==> config.mk <==
export PLATFORM = sky130hd
export DESIGN_NAME = hdlc_tx_framer
export DESIGN_NICKNAME = d
export VERILOG_FILES = /design/src/rtl/hdlc_tx_framer.sv
export SDC_FILE = /design/constraint.sdc
export NUM_CORES = 1
export LEC_CHECK = 0
export CAP_MARGIN = 20
export CORE_MARGIN = 3
export CORE_UTILIZATION = 35
export DETAILED_ROUTE_END_ITERATION = 12
export PLACE_DENSITY = 0.65
export SETUP_SLACK_MARGIN = 0.02
export SKIP_LAST_GASP = 1
export SYNTH_ARGS = -nofsm -noshare
export SYNTH_HDL_FRONTEND = slang
export SYNTH_SLANG_ARGS = --single-unit
==> constraint.sdc <==
create_clock -name Clk -period 2.1 [get_ports Clk]
set_clock_uncertainty 0.1 [all_clocks]
set_input_delay 0.525 -clock Clk [delete_from_list [all_inputs] [get_ports Clk]]
set_output_delay 0.525 -clock Clk [all_outputs]
set_load 0.02 [all_outputs]
==> src/rtl/hdlc_tx_framer.sv <==
// hdlc_tx_framer
// HDLC transmit framer. Takes payload bytes from a valid/ready stream and
// serialises them LSB first as: start flag 0x7E, zero-stuffed payload,
// optional FCS, end flag 0x7E. The line idles high, and an abort pattern
// (0 followed by seven 1s) replaces the rest of a frame that is aborted or
// runs out of data.
// Optional feature macro: TX_FCS_EN -- when defined, a CRC-16-CCITT FCS
// (reflected, init 0xFFFF, sent ones-complemented) follows the payload.
module hdlc_tx_framer #(
  parameter int MAX_BYTES = 128
) (
  input  logic       Clk,
  input  logic       Rst,
  input  logic       Tx_Start,
  input  logic [7:0] Tx_Data,
  input  logic       Tx_DataValid,
  input  logic       Tx_DataLast,
  output logic       Tx_DataReady,
  input  logic       Tx_AbortFrame,
  output logic       Tx,
  output logic       Tx_ValidFrame,
  output logic       Tx_AbortedTrans,
  output logic       Tx_Done
);

  localparam logic [7:0] FLAG_PAT  = 8'h7E;
  localparam logic [7:0] ABORT_PAT = 8'hFE;
  localparam logic [7:0] MAX_CNT   = 8'(MAX_BYTES);
  localparam logic [7:0] MAX_M1    = 8'(MAX_BYTES - 1);

`ifdef TX_FCS_EN
  typedef enum logic [2:0] {
    S_IDLE,
    S_START_FLAG,
    S_DATA,
    S_FCS,
    S_END_FLAG,
    S_ABORT
  } state_t;
`else
  typedef enum logic [2:0] {
    S_IDLE,
    S_START_FLAG,
    S_DATA,
    S_END_FLAG,
    S_ABORT
  } state_t;
`endif

  // Every register describes the bit currently on the line: r_bitIdx is its
  // position in the current unit (flag, byte or FCS word), r_stuff marks an
  // inserted zero, r_ones counts the consecutive 1s sent so far including it.
  state_t      r_state;
  logic [3:0]  r_bitIdx;
  logic [15:0] r_shift;
  logic [2:0]  r_ones;
  logic        r_stuff;
  logic        r_last;
  logic [7:0]  r_byteCnt;
  logic        r_tx;
  logic        r_validFrame;
  logic        r_done;
  logic        r_aborted;
`ifdef TX_FCS_EN
  logic [15:0] r_crc;

  // Reflected CRC-16-CCITT update over one byte, LSB first.
  function automatic logic [15:0] crcByte(input logic [15:0] crc, input logic [7:0] d);
    logic [15:0] c;
    c = crc ^ {8'h00, d};
    for (int i = 0; i < 8; i++) begin
      c = c[0] ? ((c >> 1) ^ 16'h8408) : (c >> 1);
    end
    return c;
  endfunction
`endif

  logic [3:0] w_endIdx;
  logic [3:0] w_nextIdx;
  logic       w_nextBit;
  logic       w_needStuff;
  logic       w_unitEnd;
  logic       w_loadSlot;
  logic       w_canAbort;
  logic       w_underrun;
  logic       w_loadLast;
  logic [2:0] w_loadOnes;

  // Decode where the current bit sits in its unit and whether the next
  // payload byte is due. The ready handshake is decoded combinationally so
  // that an abort arriving in the same cycle can still cancel the load.
  always_comb begin
    w_endIdx    = 4'd7;
`ifdef TX_FCS_EN
    if (r_state == S_FCS) begin
      w_endIdx = 4'd15;
    end
`endif
    w_nextIdx   = r_bitIdx + 4'd1;
    w_nextBit   = r_shift[w_nextIdx];
    w_needStuff = (r_ones == 3'd5);
    w_unitEnd   = !w_needStuff && (r_bitIdx == w_endIdx);
    w_loadSlot  = ((r_state == S_START_FLAG) && (r_bitIdx == 4'd7)) ||
                  ((r_state == S_DATA) && w_unitEnd && !r_last);
    w_canAbort  = (r_state == S_START_FLAG) || (r_state == S_DATA);
`ifdef TX_FCS_EN
    if (r_state == S_FCS) begin
      w_canAbort = 1'b1;
    end
`endif
    w_underrun   = w_loadSlot && !Tx_DataValid;
    Tx_DataReady = w_loadSlot && Tx_DataValid && !Tx_AbortFrame;
    w_loadLast   = Tx_DataLast || (r_byteCnt >= MAX_M1);
    w_loadOnes   = Tx_Data[0] ? (r_ones + 3'd1) : 3'd0;
  end

  // Framing state machine: chooses the next line bit and registers it
  // together with the frame status outputs.
  always_ff @(posedge Clk or negedge Rst) begin
    if (!Rst) begin
      r_state      <= S_IDLE;
      r_bitIdx     <= 4'd0;
      r_shift      <= 16'h0000;
      r_ones       <= 3'd0;
      r_stuff      <= 1'b0;
      r_last       <= 1'b0;
      r_byteCnt    <= 8'd0;
      r_tx         <= 1'b1;
      r_validFrame <= 1'b0;
      r_done       <= 1'b0;
      r_aborted    <= 1'b0;
`ifdef TX_FCS_EN
      r_crc        <= 16'hFFFF;
`endif
    end else begin
      r_done    <= 1'b0;
      r_aborted <= 1'b0;
      if (w_canAbort && (Tx_AbortFrame || w_underrun)) begin
        r_state      <= S_ABORT;
        r_bitIdx     <= 4'd0;
        r_stuff      <= 1'b0;
        r_ones       <= 3'd0;
        r_tx         <= ABORT_PAT[0];
        r_validFrame <= 1'b0;
      end else if (Tx_DataReady) begin
        r_state  <= S_DATA;
        r_shift  <= {8'h00, Tx_Data};
        r_bitIdx <= 4'd0;
        r_stuff  <= 1'b0;
        r_tx     <= Tx_Data[0];
        r_ones   <= w_loadOnes;
        r_last   <= w_loadLast;
        if (r_byteCnt < MAX_CNT) begin
          r_byteCnt <= r_byteCnt + 8'd1;
        end
`ifdef TX_FCS_EN
        r_crc <= crcByte(r_crc, Tx_Data);
`endif
      end else begin
        case (r_state)
          S_IDLE: begin
            r_tx      <= 1'b1;
            r_byteCnt <= 8'd0;
            r_ones    <= 3'd0;
            r_stuff   <= 1'b0;
            r_bitIdx  <= 4'd0;
            r_last    <= 1'b0;
`ifdef TX_FCS_EN
            r_crc     <= 16'hFFFF;
`endif
            if (Tx_Start && Tx_DataValid) begin
              r_state      <= S_START_FLAG;
              r_tx         <= FLAG_PAT[0];
              r_validFrame <= 1'b1;
            end
          end
          S_START_FLAG: begin
            r_bitIdx <= w_nextIdx;
            r_tx     <= FLAG_PAT[w_nextIdx[2:0]];
          end
`ifdef TX_FCS_EN
          S_DATA, S_FCS: begin
`else
          S_DATA: begin
`endif
            if (w_needStuff) begin
              r_stuff <= 1'b1;
              r_tx    <= 1'b0;
              r_ones  <= 3'd0;
            end else if (!w_unitEnd) begin
              r_stuff  <= 1'b0;
              r_bitIdx <= w_nextIdx;
              r_tx     <= w_nextBit;
              r_ones   <= w_nextBit ? (r_ones + 3'd1) : 3'd0;
`ifdef TX_FCS_EN
            end else if (r_state == S_DATA) begin
              r_state  <= S_FCS;
              r_shift  <= ~r_crc;
              r_bitIdx <= 4'd0;
              r_stuff  <= 1'b0;
              r_tx     <= ~r_crc[0];
              r_ones   <= (~r_crc[0]) ? (r_ones + 3'd1) : 3'd0;
`endif
            end else begin
              r_state  <= S_END_FLAG;
              r_bitIdx <= 4'd0;
              r_stuff  <= 1'b0;
              r_ones   <= 3'd0;
              r_tx     <= FLAG_PAT[0];
            end
          end
          S_END_FLAG: begin
            if (r_bitIdx != 4'd7) begin
              r_bitIdx <= w_nextIdx;
              r_tx     <= FLAG_PAT[w_nextIdx[2:0]];
            end else begin
              r_state      <= S_IDLE;
              r_bitIdx     <= 4'd0;
              r_tx         <= 1'b1;
              r_validFrame <= 1'b0;
              r_done       <= 1'b1;
            end
          end
          S_ABORT: begin
            if (r_bitIdx != 4'd7) begin
              r_bitIdx <= w_nextIdx;
              r_tx     <= ABORT_PAT[w_nextIdx[2:0]];
            end else begin
              r_state   <= S_IDLE;
              r_bitIdx  <= 4'd0;
              r_tx      <= 1'b1;
              r_aborted <= 1'b1;
            end
          end
          default: begin
            r_state      <= S_IDLE;
            r_tx         <= 1'b1;
            r_validFrame <= 1'b0;
          end
        endcase
      end
    end
  end

  assign Tx              = r_tx;
  assign Tx_ValidFrame   = r_validFrame;
  assign Tx_AbortedTrans = r_aborted;
  assign Tx_Done         = r_done;

endmodule

### Word level (Yosys, flattened, before mapping)

Memory sizes are Yosys's and may differ from the RTL's.
Index checks and enable logic that the tools add are counted.

| word-level totals | value |
|---|---|
| register bits | 31 |
| bits in latches | 0 |
| memory bits (writable) | 0 |
| memory bits (read-only) | 16 |
| input port bits | 14 |
| output and inout port bits | 5 |
| word-level logic and storage cells | 115 |
| memories | 2 |

Memory list:

| name | words | bits a word | rd ports | clocked after Yosys merged registers in | wr ports | RTL line | text |
|---|---|---|---|---|---|---|---|
| (name not given) | 8 | 1 | 1 | 0 | 0 | 227 | `r_tx <= ABORT_PAT[w_nextIdx[2:0]];` |
| (name not given) | 8 | 1 | 1 | 0 | 0 | 215 | `r_tx <= FLAG_PAT[w_nextIdx[2:0]];` |

| operators by class | value |
|---|---|
| add/subtract/negate cells | 3 |
| $mul | 0 |
| divide/modulo/power cells | 0 |
| $lt $le $gt $ge | 4 |
| eq/ne operators | 17 |
| shift operators | 0 |
| multiplexer cells | 49 |
| bitwise logic cells | 1 |
| reductions and logical operators | 29 |

Operators with widths:

| operator | count |
|---|---|
| two-way mux 3 bit | 12 |
| two-way mux 8 bit | 3 |
| two-way mux 1 bit | 23 |
| two-way mux 4 bit | 5 |
| case mux 4 bit (4 select lines) | 1 |
| != test 4 x 3 -> 1 bit (second input constant) | 3 |
| case mux 3 bit (4 select lines) | 1 |
| logical AND 1 bit | 9 |
| adder 8 x 1 -> 8 bit (second input constant) | 1 |
| greater-or-equal comparator 8 x 7 -> 1 bit (second input constant) | 1 |
| < comparator 8 bit (second input constant) | 1 |
| != test 4 bit (second input constant) | 2 |
| equality test 3 x 2 -> 1 bit (second input constant) | 2 |
| equality test 3 bit (second input constant) | 2 |
| != test 2 x 1 -> 1 bit (second input constant) | 3 |
| != test 3 bit (second input constant) | 2 |
| case mux 3 bit (2 select lines) | 1 |
| AND reduction 2 bit | 3 |
| nonzero test 6 bit | 1 |
| < comparator 4 x 5 -> 1 bit (second input constant) | 1 |
| case mux 1 bit (5 select lines) | 1 |
| AND reduction 5 bit | 1 |
| adder 4 x 1 -> 4 bit (second input constant) | 1 |
| binary-select mux 1 bit (select 4 bit) | 1 |
| 16 further kinds | 22 |

### Longest topological paths before layout

Gate-level depths: netlist of the first run.

| depth | value |
|---|---|
| depth in word-level cells | 11 |
| depth in mapped cells | 8 |
| gate-level depth less buffers | 7 |

### Least setup slack after synthesis of the first run

No wires, ideal clock.

| path | value |
|---|---|
| path kind | register -> output |
| from | reg r_bitIdx[0] |
| to | out Tx_DataReady |
| arrival | 1.468 ns |
| slack | 0.007 ns |
| stages on the path, launching flop included | 6 |
| buffers on the path | 1 |
| cells stage by stage | dfrtp_1 -> ha_1 -> and4bb_2 -> nand3_2 -> nor2_2 -> buf_4 |

| on the way | value |
|---|---|
| cells in the longest elaborated chain, start to end | 7 |

RTL lines:

| element | RTL line | text |
|---|---|---|
| start: declaration | 54 | `logic [3:0] r_bitIdx;` |
| start signal: assignment | 178 | `r_bitIdx <= w_nextIdx;` |
| start signal: assignment | 192 | `r_bitIdx <= w_nextIdx;` |
| start signal: assignment | 214 | `r_bitIdx <= w_nextIdx;` |
| equality test 4 x 3 -> 1 bit * | 102, 103 |  |
| logical AND 1 bit | 102 | `w_unitEnd = !w_needStuff && (r_bitIdx == w_endIdx);` |
| logical AND 1 bit (2 in series) | 104 | `((r_state == S_DATA) && w_unitEnd && !r_last);` |
| logical OR 1 bit * | 103 | `w_loadSlot = ((r_state == S_START_FLAG) && (r_bitIdx == 4'd7)) \|\|` |
| logical AND 1 bit * (2 in series) | 112 | `Tx_DataReady = w_loadSlot && Tx_DataValid && !Tx_AbortFrame;` |
| end: declaration | 18 | `output logic Tx_DataReady,` |

Every way passes the cells marked *; elsewhere a longest branch is shown, timed or not.

### Final worst setup path of the first run

Ends and elaborated chain as after synthesis.

==> impl_metrics.env, run 1 <==
export IMPL_fin_nets=242
export IMPL_rsz0062_at_grt="yes"
export IMPL_antenna_found_initial=0
export IMPL_io_buffers=18
export IMPL_antennaDiodeCount=0
export IMPL_drtIter0Drc=148
export IMPL_min_to="r_shift[6]$_DFFE_PN0P_"
export IMPL_vias=1545
export IMPL_worst_pin_slew_ps=396.4
export IMPL_worstReg2RegEnd="r_state[0]$_DFFE_PN0P_"
export IMPL_mostFrequentLayoutCell="buf_4"
export IMPL_finalCritPeriodShare_pct=100.0
export IMPL_io_pins=19
export IMPL_cts_htree_levels=2
export IMPL_p_leak_nw=1.132
export IMPL_final_antenna_net_count=0
export IMPL_yosysUniqueCellTypes=53
export IMPL_holdCritPathClass="reg2reg"
export IMPL_dieArea_um2=5987
export IMPL_wl_per_cell_um=13.59
export IMPL_syn_num_nets=189
export IMPL_hp_start="r_shift[6]$_DFFE_PN0P_"
export IMPL_cts_root_buffer="clkbuf_8"
export IMPL_postRouteWirelength_um=3954
export IMPL_grt_use_total_pct=13.92
export IMPL_dp_hpwl_um=2881
export IMPL_timing_setup_tns_ps=-0.6523
export IMPL_die_w_um=77.38
export IMPL_r2r_cells=7
export IMPL_grt_pass1_wl_um=6644
export IMPL_area_growth_pct=38.04
export IMPL_avgSynthCellArea_um2=10.49
export IMPL_via_per_inst=5.309
export IMPL_cp_end_kind="output port"
export IMPL_clock_sinks=31
export IMPL_gr_total_overflow=0
export IMPL_synth_cell_area_um2=1783
export IMPL_timing_rr_start="r_bitIdx[0]$_DFFE_PN0P_"
export IMPL_die_y_um=77.38
export IMPL_synthMuxAreaShare_pct=10.60
export IMPL_p_per_area_nw_per_um2=902.5
export IMPL_cts_buffers=5
export IMPL_routabilityCongestion=0.8485
export IMPL_cts_hold_buf=0
export IMPL_clock_latency_ps=280
export IMPL_status="complete, but fails checks"
export IMPL_critPathArrivalTime_ps=1480
export IMPL_synth_adder_area_share_pct=3.509
export IMPL_synth_simple_area_share_pct=20.28
export IMPL_synth_top_family_by_area="simple AND/OR/NAND/NOR gates"
export IMPL_mostFrequentLayoutCells="buf_4 (31), dfrtp_1 (30), clkdlybuf4s50_1 (16)"
export IMPL_synth_xor_area_share_pct=1.474
export IMPL_grt_pass1_vias=1455
export IMPL_syn_instance_count=170
export IMPL_max_freq_mhz=476.0
export IMPL_dp_cells=278
export IMPL_worstSetupPathType="reg2out"
export IMPL_synth_compound_area_share_pct=17.75
export IMPL_finalSetupViolCount=1
export IMPL_drt_pass1_iterations=6
export IMPL_final_cell_area_um2=2461
export IMPL_yosys_warnings=0
export IMPL_async_flop_share_pct=100.0
export IMPL_period_needed_ps=2101
export IMPL_ys_ff_latch=31
export IMPL_slew_headroom_pct=73.57
export IMPL_synth_ff_type="dfrtp_1"
export IMPL_irDropWorstVdd_uv=585.2
export IMPL_hold_viol=0
export IMPL_grt_max_degree=32
export IMPL_crit_fanout=3
export IMPL_std_cell_rows=25
export IMPL_dpl_cell_area_um2=2231
export IMPL_drcViolationCount=0
export IMPL_core_area_um2=4817
export IMPL_drive_above_1_share_pct=34.82
export IMPL_clkTransAtPathRegs_ps=70
export IMPL_startpoint_type="flip-flop"
export IMPL_maxSlewViolCount=0
export IMPL_cap_violations=0
export IMPL_max_clock_path_buffers=2
export IMPL_worstPathRequired_ps=1470
export IMPL_initial_utilization_pct=37.01
export IMPL_timing_hold_ws_ps=406.8
export IMPL_yosysSeqAreaShare_pct=43.58
export IMPL_r2r_setup_slack_ps=50
export IMPL_cts_tree="built"
export IMPL_hold_path_depth=1
export IMPL_layout_setup_ws_ps=-0.6523
export IMPL_synth_edf_count=0
export IMPL_violations="negative setup slack"
export IMPL_final_cells=291
[synth_stat cells (4+ instances only)]
cell,number,area share (%)
a21oi_1,5,1.4
dfrtp_1,30,42
ha_1,5,3.5
inv_1,7,1.5
mux2_2,10,6.3
nand2_1,14,2.9
nand3_1,4,1.1
nor2_1,15,3.2
nor3_1,6,1.7
o21ai_0,8,2.2
[logic make-up (layout without fill, tap and decap cells)]
group | Yosys count | after routing
simple gates | 63 | 63
compound gates | 42 | 42
flops | 31 | 31
mux | 15 | 15
buf+inv | 11 | 65
fa+ha+maj | 5 | 5
xor+xnor | 3 | 3
[power by group]
part / switching, mW / leakage [nW] / internal (mW)
sequential: 0.0352 / 0.423 / 0.663
clock: 0.224 / 0.0612 / 0.384
combinational: 0.485 / 0.648 / 0.430
total: 0.744 / 1.13 / 1.48
[stage by stage]
step | setup slack, ps | util (%) | total power [mW]
finish | -0.6523 | 51.09 | 2.221
global route | -63.57 | 51.09 | 2.353
CTS | 2.685 | 49.27 | 2.149
detailed placement | -385.1 | 46.31 | 1.532
global placement | -390.8 | 46.31 | 1.525
floorplan | 43.97 | - | 1.215
[cell type report]
| cell class | instances | area [um2] |
|---|---|---|
| fillers | 471 | 2356 |
| multi-input cells | 128 | 1028 |
| clock buffers | 6 | 82.58 |
| repair buffers | 50 | 427.9 |
| well taps | 67 | 83.83 |
| flip-flops and latches | 31 | 777.0 |
| inverters | 7 | 26.28 |
| clock inverters | 2 | 35.03 |
[worst max-delay path, cell delays in order (launching register included)]
cell and delay, ps:
dfrtp_1 360, ha_2 190, and4bb_2 310, nand3_4 110
nor2_4 110, buf_6 120
[worst max-delay path by stage]
stage                                  from           end  slack (ps)  depth (start not counted)
floorplan           r_bitIdx[0]$_DFFE_PN0P_  Tx_DataReady          40                          5
finish              r_bitIdx[0]$_DFFE_PN0P_  Tx_DataReady        -0.7                          5
detailed placement            Tx_AbortFrame  Tx_DataReady        -390                          5
global route        r_bitIdx[0]$_DFFE_PN0P_  Tx_DataReady         -60                          5
global placement              Tx_AbortFrame  Tx_DataReady        -390                          5
CTS                 r_bitIdx[0]$_DFFE_PN0P_  Tx_DataReady           3                          5
[routing by layer]
layer / GRT usage [%] / vias up / share of wire (%)
li1: - / 743 / -
met4: 5.872 / 0 / 1.6
met5: 0 / - / 0
met1: 18.51 / 756 / 46
met3: 3.248 / 9 / 4.4
met2: 21.76 / 37 / 48
[flip-flops by register name, indices dropped and copies added, names as in the netlist, 3 cells and up]
register,count
r_byteCnt,8
r_ones,3
r_shift,8
r_state,3
r_bitIdx,4
[repair_timing]
| action | in CTS | in global routing |
|---|---|---|
| endpoints found under the setup margin | 2 | 13 |
| pin swaps | 2 | 8 |
| gates resized for setup | 10 | 17 |
| buffers inserted | 1 | 4 |
No activity file was read; power rests on OpenSTA's default activity.
==> run 2: changes to the inputs <==
- CORE_MARGIN: 3 -> 1.5
- PLACE_DENSITY: 0.65 -> not set
- PLACE_DENSITY_LB_ADDON: not set -> 0.1
==> run 2 against run 1 <==
Against the previous run: the run now ends clean; fmax is 0.30% higher; final cell count is 0.34% higher; final area is 1.5% higher; clock power is 14% lower; sequential share of layout area is 0.47 points lower; core utilization is 0.78 points higher; sequential power hardly changed; die area is 7.6% lower; hold slack worse by 2.6 ps; sequential cell count stayed put; global-route usage is 3.8 points higher; largest cell class unchanged.
==> impl_metrics.env, run 2 (same netlist as run 1, synthesis figures left out) <==
export IMPL_antennaDiodeCount=0
export IMPL_p_leak_nw=1.131
export IMPL_wl_met1_um=1995
export IMPL_worstSetupPathType="reg2out"
export IMPL_die_w_um=74.38
export IMPL_die_y_um=74.38
export IMPL_finalCritPeriodShare_pct=99.73
export IMPL_max_clock_path_buffers=2
export IMPL_io_pins=19
export IMPL_mostFrequentLayoutCells="buf_4 (33), dfrtp_1 (30), clkdlybuf4s50_1 (17)"
export IMPL_finalPower_mw=2.199
export IMPL_area_growth_pct=40.14
export IMPL_timing_setup_tns_ps=0
export IMPL_period_needed_ps=2094
export IMPL_pre_cts_ws_ps=-426.1
export IMPL_grt_max_degree=32
export IMPL_io_buffers=18
export IMPL_antenna_found_initial=0
export IMPL_clkTransAtPathRegs_ps=70
export IMPL_holdCritPathClass="reg2reg"
export IMPL_fin_nets=243
export IMPL_irDropWorstVdd_uv=520.3
export IMPL_clock_sinks=31
export IMPL_drtIter0Drc=66
export IMPL_startpoint_type="flip-flop"
export IMPL_max_freq_mhz=477.5
export IMPL_grt_pass1_wl_um=7293
export IMPL_core_area_um2=4817
export IMPL_drt_pass1_iterations=4
export IMPL_grt_use_total_pct=17.69
export IMPL_cts_tree="built"
export IMPL_drive_above_1_share_pct=38.67
export IMPL_via_per_inst=5.288
export IMPL_routed_wl_met2_um=2062
export IMPL_final_antenna_net_count=0
export IMPL_drcViolationCount=0
export IMPL_final_cells=292
export IMPL_dr_wl_met3_um=199
export IMPL_cts_htree_levels=2
export IMPL_dp_cells=281
export IMPL_cp_end_kind="output port"
export IMPL_finalSetupViolCount=0
export IMPL_dpl_cell_area_um2=2253
export IMPL_top_layer_used="met4"
export IMPL_status="complete, no violations"
export IMPL_slew_headroom_pct=72.34
export IMPL_rsz0062_at_grt="yes"
export IMPL_vias=1544
export IMPL_grt_pass1_vias=1524
export IMPL_final_util_pct=51.87
export IMPL_final_cell_area_um2=2499
export IMPL_timing_hold_ws_ps=404.2
export IMPL_worst_pin_slew_ps=413.3
export IMPL_cts_root_buffer="clkbuf_8"
export IMPL_clock_latency_ps=280
export IMPL_gr_total_overflow=0
export IMPL_dieArea_um2=5532
export IMPL_largestRegisters="r_byteCnt (8), r_shift (8), r_bitIdx (4)"
export IMPL_layout_setup_ws_ps=5.649
export IMPL_critPathArrivalTime_ps=1470
export IMPL_std_cell_rows=25
export IMPL_p_per_area_nw_per_um2=880.2
export IMPL_routabilityCongestion=0.8759
export IMPL_maxSlewViolCount=0
export IMPL_dp_hpwl_um=3217
export IMPL_crit_fanout=2
export IMPL_mostFrequentLayoutCell="buf_4"
export IMPL_initial_utilization_pct=37.01
export IMPL_postRouteWirelength_um=4301
export IMPL_wl_per_cell_um=14.73
export IMPL_worstPathRequired_ps=1470
export IMPL_hold_viol=0
export IMPL_cts_buffers=5
export IMPL_cap_violations=0
[run 2: cell count changes in the layout (fill, tap and decap cells not counted), sizes merged]
| cell | delta |
|---|---|
| buf | +1 |
| clkbuf | +1 |
| dlymetal6s2s | -1 |
| clkinvlp | +1 |
| clkinv | -1 |
| bufinv | -1 |
| clkdlybuf4s50 | +1 |
[run 2: final timing paths]
| kind | startpoint | end | slack [ps] | cells after the start |
|---|---|---|---|---|
| max | r_bitIdx[0]$_DFFE_PN0P_ | Tx_DataReady | 6 | 5 |
| min | r_shift[3]$_DFFE_PN0P_ | r_shift[3]$_DFFE_PN0P_ | 400 | 1 |
| max reg2reg | r_state[0]$_DFFE_PN0P_ | r_state[0]$_DFFE_PN0P_ | 70 | 6 |
| min reg2reg | r_shift[3]$_DFFE_PN0P_ | r_shift[3]$_DFFE_PN0P_ | 400 | 1 |
| max in group asynchronous | Rst | Tx$_DFF_PN1_ | 1030 | 2 |
| min in group asynchronous | Rst | Tx_AbortedTrans$_DFF_PN0_ | 530 | 2 |
[run 2: cell type report]
class	instances	area (um2)
Clock buffer	7	96.34
Inverter	7	26.28
Clock inverter	1	7.507
Fill cell	442	2318
Sequential cell	31	777.0
Multi-Input combinational cell	128	1079
Tap cell	67	83.83
Timing Repair Buffer	51	429.2
[run 2: report_power, final]
| group | internal (mW) | total (mW) | switching [mW] |
|---|---|---|---|
| clock | 0.298 | 0.522 | 0.224 |
| combinational | 0.450 | 0.979 | 0.528 |
| sequential | 0.663 | 0.698 | 0.0354 |
| total | 1.41 | 2.20 | 0.788 |
[run 2: timing repair]
action	CTS	global route
cloned	0	0
gates resized for setup	14	21
hold buffers	0	0
endpoints found under the setup margin	9	11
hold endpoints to repair	0	0
pin swaps	3	4
buffers inserted	2	1
[run 2: routing by layer]
| layer | GRT usage, % | vias up |
|---|---|---|
| li1 | - | 744 |
| met5 | 0 | - |
| met1 | 24.02 | 757 |
| met3 | 5.149 | 4 |
| met4 | 6.869 | 0 |
| met2 | 26.69 | 39 |
[run 2: worst max-delay path, cell delays in order (launching register included)]
cell and delay [ps]:
dfrtp_1 370, ha_1 170, and4bb_2 260, nand3_2 120
nor2_4 110, buf_4 150
